$ cat src/rtl/axi_pmesh_pkg.sv
// Shared types and constants for the AXI-to-pmesh bridge: scheduler states,
// pmesh size codes, MSB-first base masks and AXI response codes.
package axi_pmesh_pkg;

  typedef enum logic [1:0] {
    ST_IDLE   = 2'd0,
    ST_WAIT_W = 2'd1,
    ST_SPLIT  = 2'd2,
    ST_RESP   = 2'd3
  } wsched_state_e;

  localparam logic [1:0] PMESH_SIZE_1B = 2'd0;
  localparam logic [1:0] PMESH_SIZE_2B = 2'd1;
  localparam logic [1:0] PMESH_SIZE_4B = 2'd2;
  localparam logic [1:0] PMESH_SIZE_8B = 2'd3;

  // pmesh masks are MSB-first: shifting right by the byte index places the chunk.
  localparam logic [7:0] BASE_1B = 8'h80;
  localparam logic [7:0] BASE_2B = 8'hC0;
  localparam logic [7:0] BASE_4B = 8'hF0;
  localparam logic [7:0] BASE_8B = 8'hFF;

  localparam logic [1:0] AXI_RESP_OKAY   = 2'b00;
  localparam logic [1:0] AXI_RESP_SLVERR = 2'b10;

endpackage

$ cat src/rtl/wstrb_chunk_pick.sv
// Combinational strobe splitter: picks the largest naturally aligned run of
// set strobe bits starting at the lowest set bit and returns what remains.
module wstrb_chunk_pick
  import axi_pmesh_pkg::*;
(
  input  logic [7:0] rem,
  output logic [2:0] idx,
  output logic [1:0] size,
  output logic [7:0] mask,
  output logic [7:0] rem_next
);

  logic [7:0] first;
  logic [7:0] shifted;
  logic [7:0] base_mask;
  logic [7:0] lane;

  generate
    for (genvar gi = 0; gi < 8; gi++) begin : g_first
      if (gi == 0) begin : g_lsb
        assign first[gi] = rem[gi];
      end else begin : g_upper
        assign first[gi] = rem[gi] & ~(|rem[gi-1:0]);
      end
    end
  endgenerate

  always_comb begin
    idx = 3'd0;
    for (int k = 0; k < 8; k++) begin
      if (first[k]) idx = 3'(k);
    end
  end

  assign shifted = rem >> idx;

  always_comb begin
    size      = PMESH_SIZE_1B;
    base_mask = BASE_1B;
    if (rem == 8'h00) begin
      base_mask = 8'h00;
    end else if (rem == 8'hFF) begin
      size      = PMESH_SIZE_8B;
      base_mask = BASE_8B;
    end else if (idx[1:0] == 2'b00 && shifted[3:0] == 4'hF) begin
      size      = PMESH_SIZE_4B;
      base_mask = BASE_4B;
    end else if (!idx[0] && shifted[1:0] == 2'b11) begin
      size      = PMESH_SIZE_2B;
      base_mask = BASE_2B;
    end
  end

  assign mask = base_mask >> idx;

  // Undo the MSB-first ordering to get the byte lanes consumed by this chunk.
  generate
    for (genvar gi = 0; gi < 8; gi++) begin : g_lane
      assign lane[gi] = mask[7-gi];
    end
  endgenerate

  assign rem_next = rem & ~lane;

endmodule

$ cat src/rtl/axi_wstrb_sched.sv
// AXI4 write-path scheduler: splits each beat's strobe into aligned pmesh stores,
// tracks acks and returns one B per burst. Optional AXI_WSCHED_LEN_CHECK_EN adds awlen checking.
module axi_wstrb_sched
  import axi_pmesh_pkg::*;
#(
  parameter int DATA_W  = 64,
  parameter int ADDR_W  = 64,
  parameter int MAX_OUT = 4
) (
  input  logic                clk,
  input  logic                rst,
  input  logic [ADDR_W-1:0]   s_awaddr,
  input  logic [7:0]          s_awlen,
  input  logic                s_awvalid,
  output logic                s_awready,
  input  logic [DATA_W-1:0]   s_wdata,
  input  logic [DATA_W/8-1:0] s_wstrb,
  input  logic                s_wlast,
  input  logic                s_wvalid,
  output logic                s_wready,
  output logic [1:0]          s_bresp,
  output logic                s_bvalid,
  input  logic                s_bready,
  output logic [ADDR_W-1:0]   p_addr,
  output logic [1:0]          p_size,
  output logic [7:0]          p_mask,
  output logic [DATA_W-1:0]   p_data,
  output logic                p_valid,
  input  logic                p_ready,
  input  logic                p_ack
);

  localparam int OUT_W = $clog2(MAX_OUT + 1);

  wsched_state_e     state_reg, state_next;
  logic [ADDR_W-1:0] base_reg, base_next;
  logic [7:0]        beat_reg, beat_next;
  logic [DATA_W-1:0] data_reg, data_next;
  logic [7:0]        rem_reg, rem_next;
  logic              last_reg, last_next;
  logic [OUT_W-1:0]  outst_reg, outst_next;
  logic              alive_reg;

`ifdef AXI_WSCHED_LEN_CHECK_EN
  logic [7:0]        len_reg, len_next;
  logic              err_reg, err_next;
`endif

  logic [2:0]        pick_idx;
  logic [1:0]        pick_size;
  logic [7:0]        pick_mask;
  logic [7:0]        pick_rem;
  logic [ADDR_W-1:0] beat_addr;
  logic              aw_hs, w_hs, p_hs, b_hs, ack_eff, stall;

  wstrb_chunk_pick u_pick (
    .rem      (rem_reg),
    .idx      (pick_idx),
    .size     (pick_size),
    .mask     (pick_mask),
    .rem_next (pick_rem)
  );

  assign stall     = (outst_reg == OUT_W'(MAX_OUT));
  assign s_awready = alive_reg && (state_reg == ST_IDLE);
  assign s_wready  = (state_reg == ST_WAIT_W);
  assign p_valid   = (state_reg == ST_SPLIT) && !stall;
  assign s_bvalid  = (state_reg == ST_RESP) && (outst_reg == '0);

  assign aw_hs   = s_awvalid && s_awready;
  assign w_hs    = s_wvalid && s_wready;
  assign p_hs    = p_valid && p_ready;
  assign b_hs    = s_bvalid && s_bready;
  // Acks with nothing outstanding are stale (e.g. from before a reset) and dropped.
  assign ack_eff = p_ack && (outst_reg != '0);

  assign beat_addr = base_reg + ADDR_W'({beat_reg, 3'b000});
  assign p_addr    = beat_addr | ADDR_W'(pick_idx);
  assign p_size    = pick_size;
  assign p_mask    = pick_mask;
  assign p_data    = data_reg;

`ifdef AXI_WSCHED_LEN_CHECK_EN
  assign s_bresp = (s_bvalid && err_reg) ? AXI_RESP_SLVERR : AXI_RESP_OKAY;
  logic unused_ok;
  assign unused_ok = ^s_awaddr[2:0];
`else
  assign s_bresp = AXI_RESP_OKAY;
  logic unused_ok;
  assign unused_ok = ^{s_awaddr[2:0], s_awlen};
`endif

  always_comb begin
    state_next = state_reg;
    base_next  = base_reg;
    beat_next  = beat_reg;
    data_next  = data_reg;
    rem_next   = rem_reg;
    last_next  = last_reg;
`ifdef AXI_WSCHED_LEN_CHECK_EN
    len_next   = len_reg;
    err_next   = err_reg;
`endif
    case (state_reg)
      ST_IDLE: begin
        if (aw_hs) begin
          base_next  = {s_awaddr[ADDR_W-1:3], 3'b000};
          beat_next  = 8'd0;
          state_next = ST_WAIT_W;
`ifdef AXI_WSCHED_LEN_CHECK_EN
          len_next   = s_awlen;
          err_next   = 1'b0;
`endif
        end
      end
      ST_WAIT_W: begin
        if (w_hs) begin
          data_next = s_wdata;
          rem_next  = s_wstrb;
          last_next = s_wlast;
`ifdef AXI_WSCHED_LEN_CHECK_EN
          // wlast must coincide exactly with beat awlen; early or late is an error.
          if (s_wlast != (beat_reg == len_reg)) err_next = 1'b1;
`endif
          if (s_wstrb != 8'h00) begin
            state_next = ST_SPLIT;
          end else if (s_wlast) begin
            state_next = ST_RESP;
          end else begin
            beat_next = beat_reg + 8'd1;
          end
        end
      end
      ST_SPLIT: begin
        if (p_hs) begin
          rem_next = pick_rem;
          if (pick_rem == 8'h00) begin
            if (last_reg) begin
              state_next = ST_RESP;
            end else begin
              beat_next  = beat_reg + 8'd1;
              state_next = ST_WAIT_W;
            end
          end
        end
      end
      ST_RESP: begin
        if (b_hs) state_next = ST_IDLE;
      end
      default: state_next = ST_IDLE;
    endcase
  end

  always_comb begin
    outst_next = outst_reg;
    if (p_hs && !ack_eff) begin
      outst_next = outst_reg + OUT_W'(1);
    end else if (!p_hs && ack_eff) begin
      outst_next = outst_reg - OUT_W'(1);
    end
  end

  always_ff @(posedge clk or negedge rst) begin
    if (!rst) begin
      state_reg <= ST_IDLE;
      base_reg  <= '0;
      beat_reg  <= '0;
      data_reg  <= '0;
      rem_reg   <= '0;
      last_reg  <= 1'b0;
      outst_reg <= '0;
      alive_reg <= 1'b0;
`ifdef AXI_WSCHED_LEN_CHECK_EN
      len_reg   <= '0;
      err_reg   <= 1'b0;
`endif
    end else begin
      state_reg <= state_next;
      base_reg  <= base_next;
      beat_reg  <= beat_next;
      data_reg  <= data_next;
      rem_reg   <= rem_next;
      last_reg  <= last_next;
      outst_reg <= outst_next;
      alive_reg <= 1'b1;
`ifdef AXI_WSCHED_LEN_CHECK_EN
      len_reg   <= len_next;
      err_reg   <= err_next;
`endif
    end
  end

endmodule
$ cat config.mk
export PLATFORM = sky130hd
export DESIGN_NAME = axi_wstrb_sched
export DESIGN_NICKNAME = d
export VERILOG_FILES = /design/src/rtl/axi_pmesh_pkg.sv /design/src/rtl/wstrb_chunk_pick.sv /design/src/rtl/axi_wstrb_sched.sv
export SDC_FILE = /design/constraint.sdc
export NUM_CORES = 1
export LEC_CHECK = 0
export ABC_AREA = 1
export ABC_CLOCK_PERIOD_IN_PS = 3900
export BUFFER_PORTS_ARGS = -buffer_cell sky130_fd_sc_hd__buf_2
export CAP_MARGIN = 40
export CORE_MARGIN = 2
export CORE_UTILIZATION = 35
export DETAILED_ROUTE_END_ITERATION = 16
export SLEW_MARGIN = 25
export SYNTH_ARGS = -nofsm -noshare
export SYNTH_HDL_FRONTEND = slang
export SYNTH_SLANG_ARGS = --single-unit
$ cat constraint.sdc
create_clock -name clk -period 3.9 [get_ports clk]
set_input_delay 0.39 -clock clk [delete_from_list [all_inputs] [get_ports clk]]
set_output_delay 0.39 -clock clk [all_outputs]
set_load 0.005 [all_outputs]
Word level (Yosys, flattened, before mapping)
Cells that the tools add are included.
- input port bits: 152
- logic and storage cells: 121
- flip-flop bits (word level): 148
- add/subtract/negate cells: 4
- bitwise gates (word level): 17
- reduce and logical (&&, ||, !) cells: 37
- equality and inequality tests: 16
- shifts and indexed selects: 2
- mux-type cells: 37
- operators with widths (cell ; count):
    8-bit 2-to-1 mux ; 12
    64-bit by 11-bit adder with 64-bit output ; 1
    64-bit by 3-bit bitwise OR with 64-bit output ; 1
    3-bit 2-to-1 mux ; 8
    8-bit one-hot mux with 3 select lines ; 1
    2-bit 2-to-1 mux ; 11
    8-bit logical NOT ; 2
    8-bit one-hot mux with 2 select lines ; 1
    1-bit logical AND ; 12
    2-bit != test, second input constant ; 6
    8-bit by 1-bit adder with 8-bit output, second input constant ; 1
    8-bit bitwise AND ; 1
    8-bit == test, second input constant ; 1
    8-bit NOT ; 1
    2-bit one-hot mux with 4 select lines ; 1
    8-bit AND reduction ; 1
    8-bit nonzero test ; 1
    8-bit by 3-bit right shift with 4-bit output ; 1
    8-bit by 3-bit right shift with 8-bit output ; 1
    1-bit bitwise AND ; 7
    7-bit 2-to-1 mux ; 1
    1-bit NOT ; 7
    7-bit OR reduction ; 1
    2-bit == test, second input constant ; 3
    other kinds (21) ; 30

Logic depth before layout (Yosys ltp)
- word-level depth: 23
- depth in mapped cells: 22
- depth with buffers taken out: 22

Cells and area by module
From an unflattened synthesis, not the netlist that was laid out.
- cells, all modules: 1225
- area, all modules: 9177.6 um2
- modules (own cells, without submodules) (module ; area each (um2) ; times used ; cells each ; seq. area each (um2)):
    axi_wstrb_sched ; 8740.9 ; 1 ; 1140 ; 3703.6
    wstrb_chunk_pick ; 436.7 ; 1 ; 85 ; 0.0

Worst setup path after synthesis
No wires, ideal clock.
- kind: register to output
- from: register beat_reg[0]
- to: output port p_addr[63]
- cell stages (with the launch flop): 17
- arrival: 2.595 ns
- path slack: 0.915 ns
- path through: dfrtp_1 > ha_1 > inv_1 > fa_1 > o21ai_1 > nand2_1 > nand2_1 > a21oi_1 > o21ai_2 > nand4_2 > nor2_2 > nand3_2 > nor2_2 > inv_2 > nor3_2 > nand2_1 > xor2_1
- cells in the longest elaborated chain, start to end: 2
- ends and longest elaborated chain (item ; line ; RTL):
    from (decl) ; axi_wstrb_sched.sv:37 ; logic [7:0] beat_reg, beat_next;
    from (signal assigned) ; axi_wstrb_sched.sv:180 ; beat_reg <= beat_next;
    64-bit by 11-bit adder with 64-bit output ; axi_wstrb_sched.sv:77 ; assign beat_addr = base_reg + ADDR_W'({beat_reg, 3'b000});
    64-bit by 3-bit bitwise OR with 64-bit output ; axi_wstrb_sched.sv:78 ; assign p_addr = beat_addr | ADDR_W'(pick_idx);
    to (decl) ; axi_wstrb_sched.sv:24 ; output logic [ADDR_W-1:0] p_addr,
Every way passes these cells.

Final worst setup path
- from: register beat_reg[2]
- to: output port p_addr[54]
Same word-level chain as after synthesis.

==> summary.md <==
| Metric | Value |
|---|---|
| Clock Tree Buf Depth | `2` |
| First-pass detailed-route iteration total | `5` |
| WP data required | `around 3.5 ns` |
| Non-Filler Instances | `around 1500` |
| Initial core utilization | `about 36%` |
| Compound-Gate Fraction of Synth Area | `approximately 6%` |
| Clk sinks | `148` |
| Power share of the sequential group | `between 30 and 40%` |
| Peak VDD IR | `0.000343 V` |
| Max reg flops | `64` |
| Hold path startpoint | `s_wdata[59]` |
| Total CTS buffers | `17` |
| Yosys warns | `0` |
| Final Max Tran Viols | `0` |
| Critical path launch point type | `register` |
| Post-Route WL | `22.7 mm` |
| Layout cells sized above 1 | `about two fifths` |
| Hold Violations, Final | `0` |
| Pleak | `~0.0053 uW` |
| Simple logic cell fraction of the synthesized area | `between 10% and 20%` |
| Period minus WS final | `between 3 and 4 ns` |
| Crit path to | `p_addr[54]` |
| Setup TNS | `0 ns` |
| Critical Path Fanout Max | `6` |
| Worst r2r dst | `outst_reg[2]$_DFFE_PN0P_` |
| Clk_lat worst skew | `around 0.43 ns` |
| Crit path depth | `17` |
| Clock network fraction of total power | `around a fifth` |
| Die area | `0.0243 mm2` |
| Max_slew headroom | `between 50% and 60%` |
| DR WL/cell | `15.6 um` |
| Util after Layout | `a little under half` |
| Core area | `between 0.02 and 0.025 mm2` |
| Synthesized area | `between 0.008 and 0.009 mm2` |
| Synth Instances | `861` |
| Port Buf Inserts | `282` |
| DR vias/cell | `slightly below 5` |
| CTS clk-pin slew, worst paths | `roughly 0.08 ns` |
| Adder-cell share of the synthesized area | `between 2 and 3%` |
| Period utilization | `96.0%` |
| Number of global-route vias before repair | `~7000` |
| Via count | `about 7000` |
| Iteration-0 DRC Markers | `around 370` |
| Worst r2r src | `state_reg[0]$_DFFE_PN0P_` |
| Final net count | `1328` |
| Power per standard cell area | `799 mW/mm2` |
| Global-route wire length before repair | `35.8 mm` |
| Crit end category | `output port` |
| Placed insts | `between 1000 and 1500` |
| NetSw | `3480 uW` |
| Core Rows | `between 50 and 60` |
| Filler instances | `between 2000 and 2500` |
| Die Y | `around 160 um` |
| TritonCTS clock tree | `built` |
| Synth Area in XOR/XNOR | `between 6 and 7%` |
| Kind of critical path | `register to output port` |
| R2R setup slack | `about 1 ns` |
| Die X | `about 160 um` |
| Max Clock Freq | `0.267 GHz` |
| Net Sw Frac | `a little over 40%` |
| CP bufs+invs | `1` |
| ANT nets after route | `0` |
| WP data arrival | `3.35 ns` |
| Crit path launch | `beat_reg[2]$_DFFE_PN0P_` |
| Part of the Yosys area used for sequential elements | `about 46%` |
| Clk_skew | `0.0179 ns` |
| Status | `complete, no violations` |
| Mean Syn Cell Area | `between 9 and 10 um2` |
| Max_cap viols | `0` |
| CP max stage delay | `0.46 ns` |
| Crit path max-delay family | `simple AND/OR/NAND/NOR gates` |
| RSZ-0062 raised after global routing | `yes` |
| GRT Residual Overflow | `0` |
| Routability cong. | `about 0.90` |
| Crit-path cells | `ha_4 > a21o_1 > nand2_1 > nand2_1 > nor2_1 > o21ai_2 > nand2_2 > a21oi_4 > nand2_2 > nor2_2 > nand2_2 > nor2_4 > nand2_1 > nor2_4 > nand4_1 > xor2_1 > buf_2` |
| Post-synthesis mux area share | `12.7%` |
| H-tree level count | `4` |
| Area grow syn2layout | `32.1%` |
| Final setup vio count | `0` |
| R2R depth | `12` |
| Post-synthesis cell type count | `45` |
| Tightest Pin Transition | `0.670 ns` |
| P_int | `about 5000 uW` |
| Largest net degree at the start of global routing | `80` |
| Logic pwr share | `between 40% and 50%` |
| Slowest CP cell | `dfrtp_2` |
| Largest family of logic cells by synthesized area | `simple AND/OR/NAND/NOR gates` |
| Initial antenna violation count | `3` |
| Total track usage | `a little under a fifth` |
| Synth async-reset ratio | `between 90% and 100%` |
| Area of the multi-input gates | `between 0.004 and 0.005 mm2` |
| Reg area | `~0.0037 mm2` |
| Clock Root Buffer | `clkbuf_16` |
| Post-DP HPWL | `about 18 mm` |
| Synth Register Bits | `148` |
| DRC Markers | `0` |
| Top_reg_cell synth | `dfrtp_1` |
| Hold Crit Class | `input pin to register` |
| Post-synth EDFFs | `0` |
| I/O pin cnt | `296` |
==> how the worst min path moves through the flow <==
stage | end | slack (ns) | cells after the start
4_1_cts | p_data[59]$_DFFE_PN0P_ | 0.16 | 2
2_1_floorplan | alive_reg$_DFF_PN0_ | 0.09 | 0
5_1_grt | p_data[44]$_DFFE_PN0P_ | 0.16 | 2
3_5_place_dp | base_reg[9]$_DFFE_PN0P_ | 0.44 | 1
3_3_place_gp | base_reg[8]$_DFFE_PN0P_ | 0.44 | 1
6_report | p_data[59]$_DFFE_PN0P_ | 0.18 | 2
==> metrics by stage <==
stage                     total power, uW  instance area, um2  setup slack [ns]  hold WS [ns]
final                                8530               10700             0.157         0.178
after global placement               6660                9810             0.281         0.443
after CTS                            8560               10500            0.0677         0.158
after detailed placement             6740                9830             0.207         0.438
after floorplan                      5180                8090             0.915        0.0944
after global routing                 9220               10700           -0.0367         0.164
==> metal layers <==
layer	global-route usage [%]	up-vias	share of wire, %
met5	0	-	0.12
met4	4.63	4	1.1
met3	5.89	19	7.7
met2	30.3	254	46
met1	24.5	3300	45
li1	-	3443	-
==> worst register-to-register path, cell delays in order, from the launching register on <==
cell and delay [ns]:
dfrtp_1 0.46, inv_1 0.11, ha_1 0.55, inv_1 0.20
a31oi_1 0.26, nand2_1 0.10, inv_1 0.09, ha_1 0.15
inv_1 0.07, fa_1 0.38, a21oi_1 0.14, o21ai_0 0.11
xor2_1 0.15
==> cell usage after synthesis, types with 2 or more instances <==
cell type | count | area, um2
nand3b_1 | 2 | 15.0
inv_2 | 8 | 30.0
ha_1 | 14 | 175
o21ai_1 | 8 | 40.0
clkbuf_1 | 17 | 63.8
buf_1 | 4 | 15.0
o211ai_1 | 5 | 37.5
a21oi_1 | 47 | 235
fa_1 | 2 | 40.0
dfrtp_1 | 148 | 3700
nand2_2 | 12 | 75.1
a31oi_1 | 2 | 12.5
nor4_1 | 14 | 87.6
nand3_1 | 37 | 185
nand3_4 | 2 | 35.0
xnor2_1 | 17 | 149
inv_1 | 93 | 349
nand3_2 | 3 | 30.0
conb_1 | 2 | 7.51
buf_4 | 2 | 15.0
nor3_1 | 24 | 120
nor2_1 | 80 | 300
mux2_2 | 91 | 1020
or2_2 | 2 | 12.5
nor2_2 | 8 | 50.1
o21ai_2 | 2 | 17.5
nand4_2 | 4 | 50.1
o21ai_0 | 15 | 75.1
nand2_1 | 119 | 447
nand4_1 | 15 | 93.8
nor2_4 | 3 | 33.8
xor2_1 | 46 | 403
==> cell families after synthesis <==
logic type      count (synthesis)
compound gates                 85
xor+xnor                       63
fa+ha+maj                      16
buf+inv                       126
flops                         148
mux                            91
other cells                     2
simple gates                  330
==> layout make-up <==
class / instances / share of cell area [%]
timing repair buffer: 303 / 15.0
multi-input combinational: 588 / 37.5
sequential: 148 / 34.7
antenna: 1 / 0.0234
inverter: 102 / 3.58
clock buffer: 18 / 4.11
tap: 285 / 3.34
clock inverter: 14 / 1.71
==> layout by cell type (no fill, tap or decap), drive strengths merged, types with 2 or more instances in the layout <==
master / synthesis / final
a21oi: 49 / 49
a31oi: 2 / 2
buf: 7 / 302
bufinv: 0 / 2
clkbuf: 17 / 18
clkinv: 1 / 4
conb: 2 / 3
dfrtp: 148 / 148
fa: 2 / 2
ha: 14 / 14
inv: 101 / 110
mux2: 91 / 91
nand2: 132 / 132
nand3: 42 / 42
nand3b: 2 / 2
nand4: 20 / 20
nor2: 91 / 91
nor3: 26 / 26
nor4: 15 / 15
o211ai: 5 / 5
o21ai: 25 / 25
or2: 2 / 2
xnor2: 17 / 17
xor2: 46 / 46
==> what timing repair did <==
| action | 4_1_cts | 5_1_grt |
|---|---|---|
| hold buffers | 1 | 0 |
| pin swaps | 1 | 12 |
| cloned | 0 | 0 |
| setup endpoints to repair | 6 | 12 |
| hold endpoints to repair | 38 | 0 |
| setup buffers | 2 | 13 |
| gates resized for setup | 7 | 12 |
==> power groups by stage <==
stage | Combinational (uW) | Sequential, uW | Clock, uW
3_3_place_gp | 3810 | 2850 | 0
4_1_cts | 3910 | 2850 | 1800
6_report | 3920 | 2860 | 1750
5_1_grt | 4390 | 2960 | 1860
2_1_floorplan | 2420 | 2770 | 0
3_5_place_dp | 3870 | 2870 | 0
Note: power is estimated with default switching activity, not from simulation.
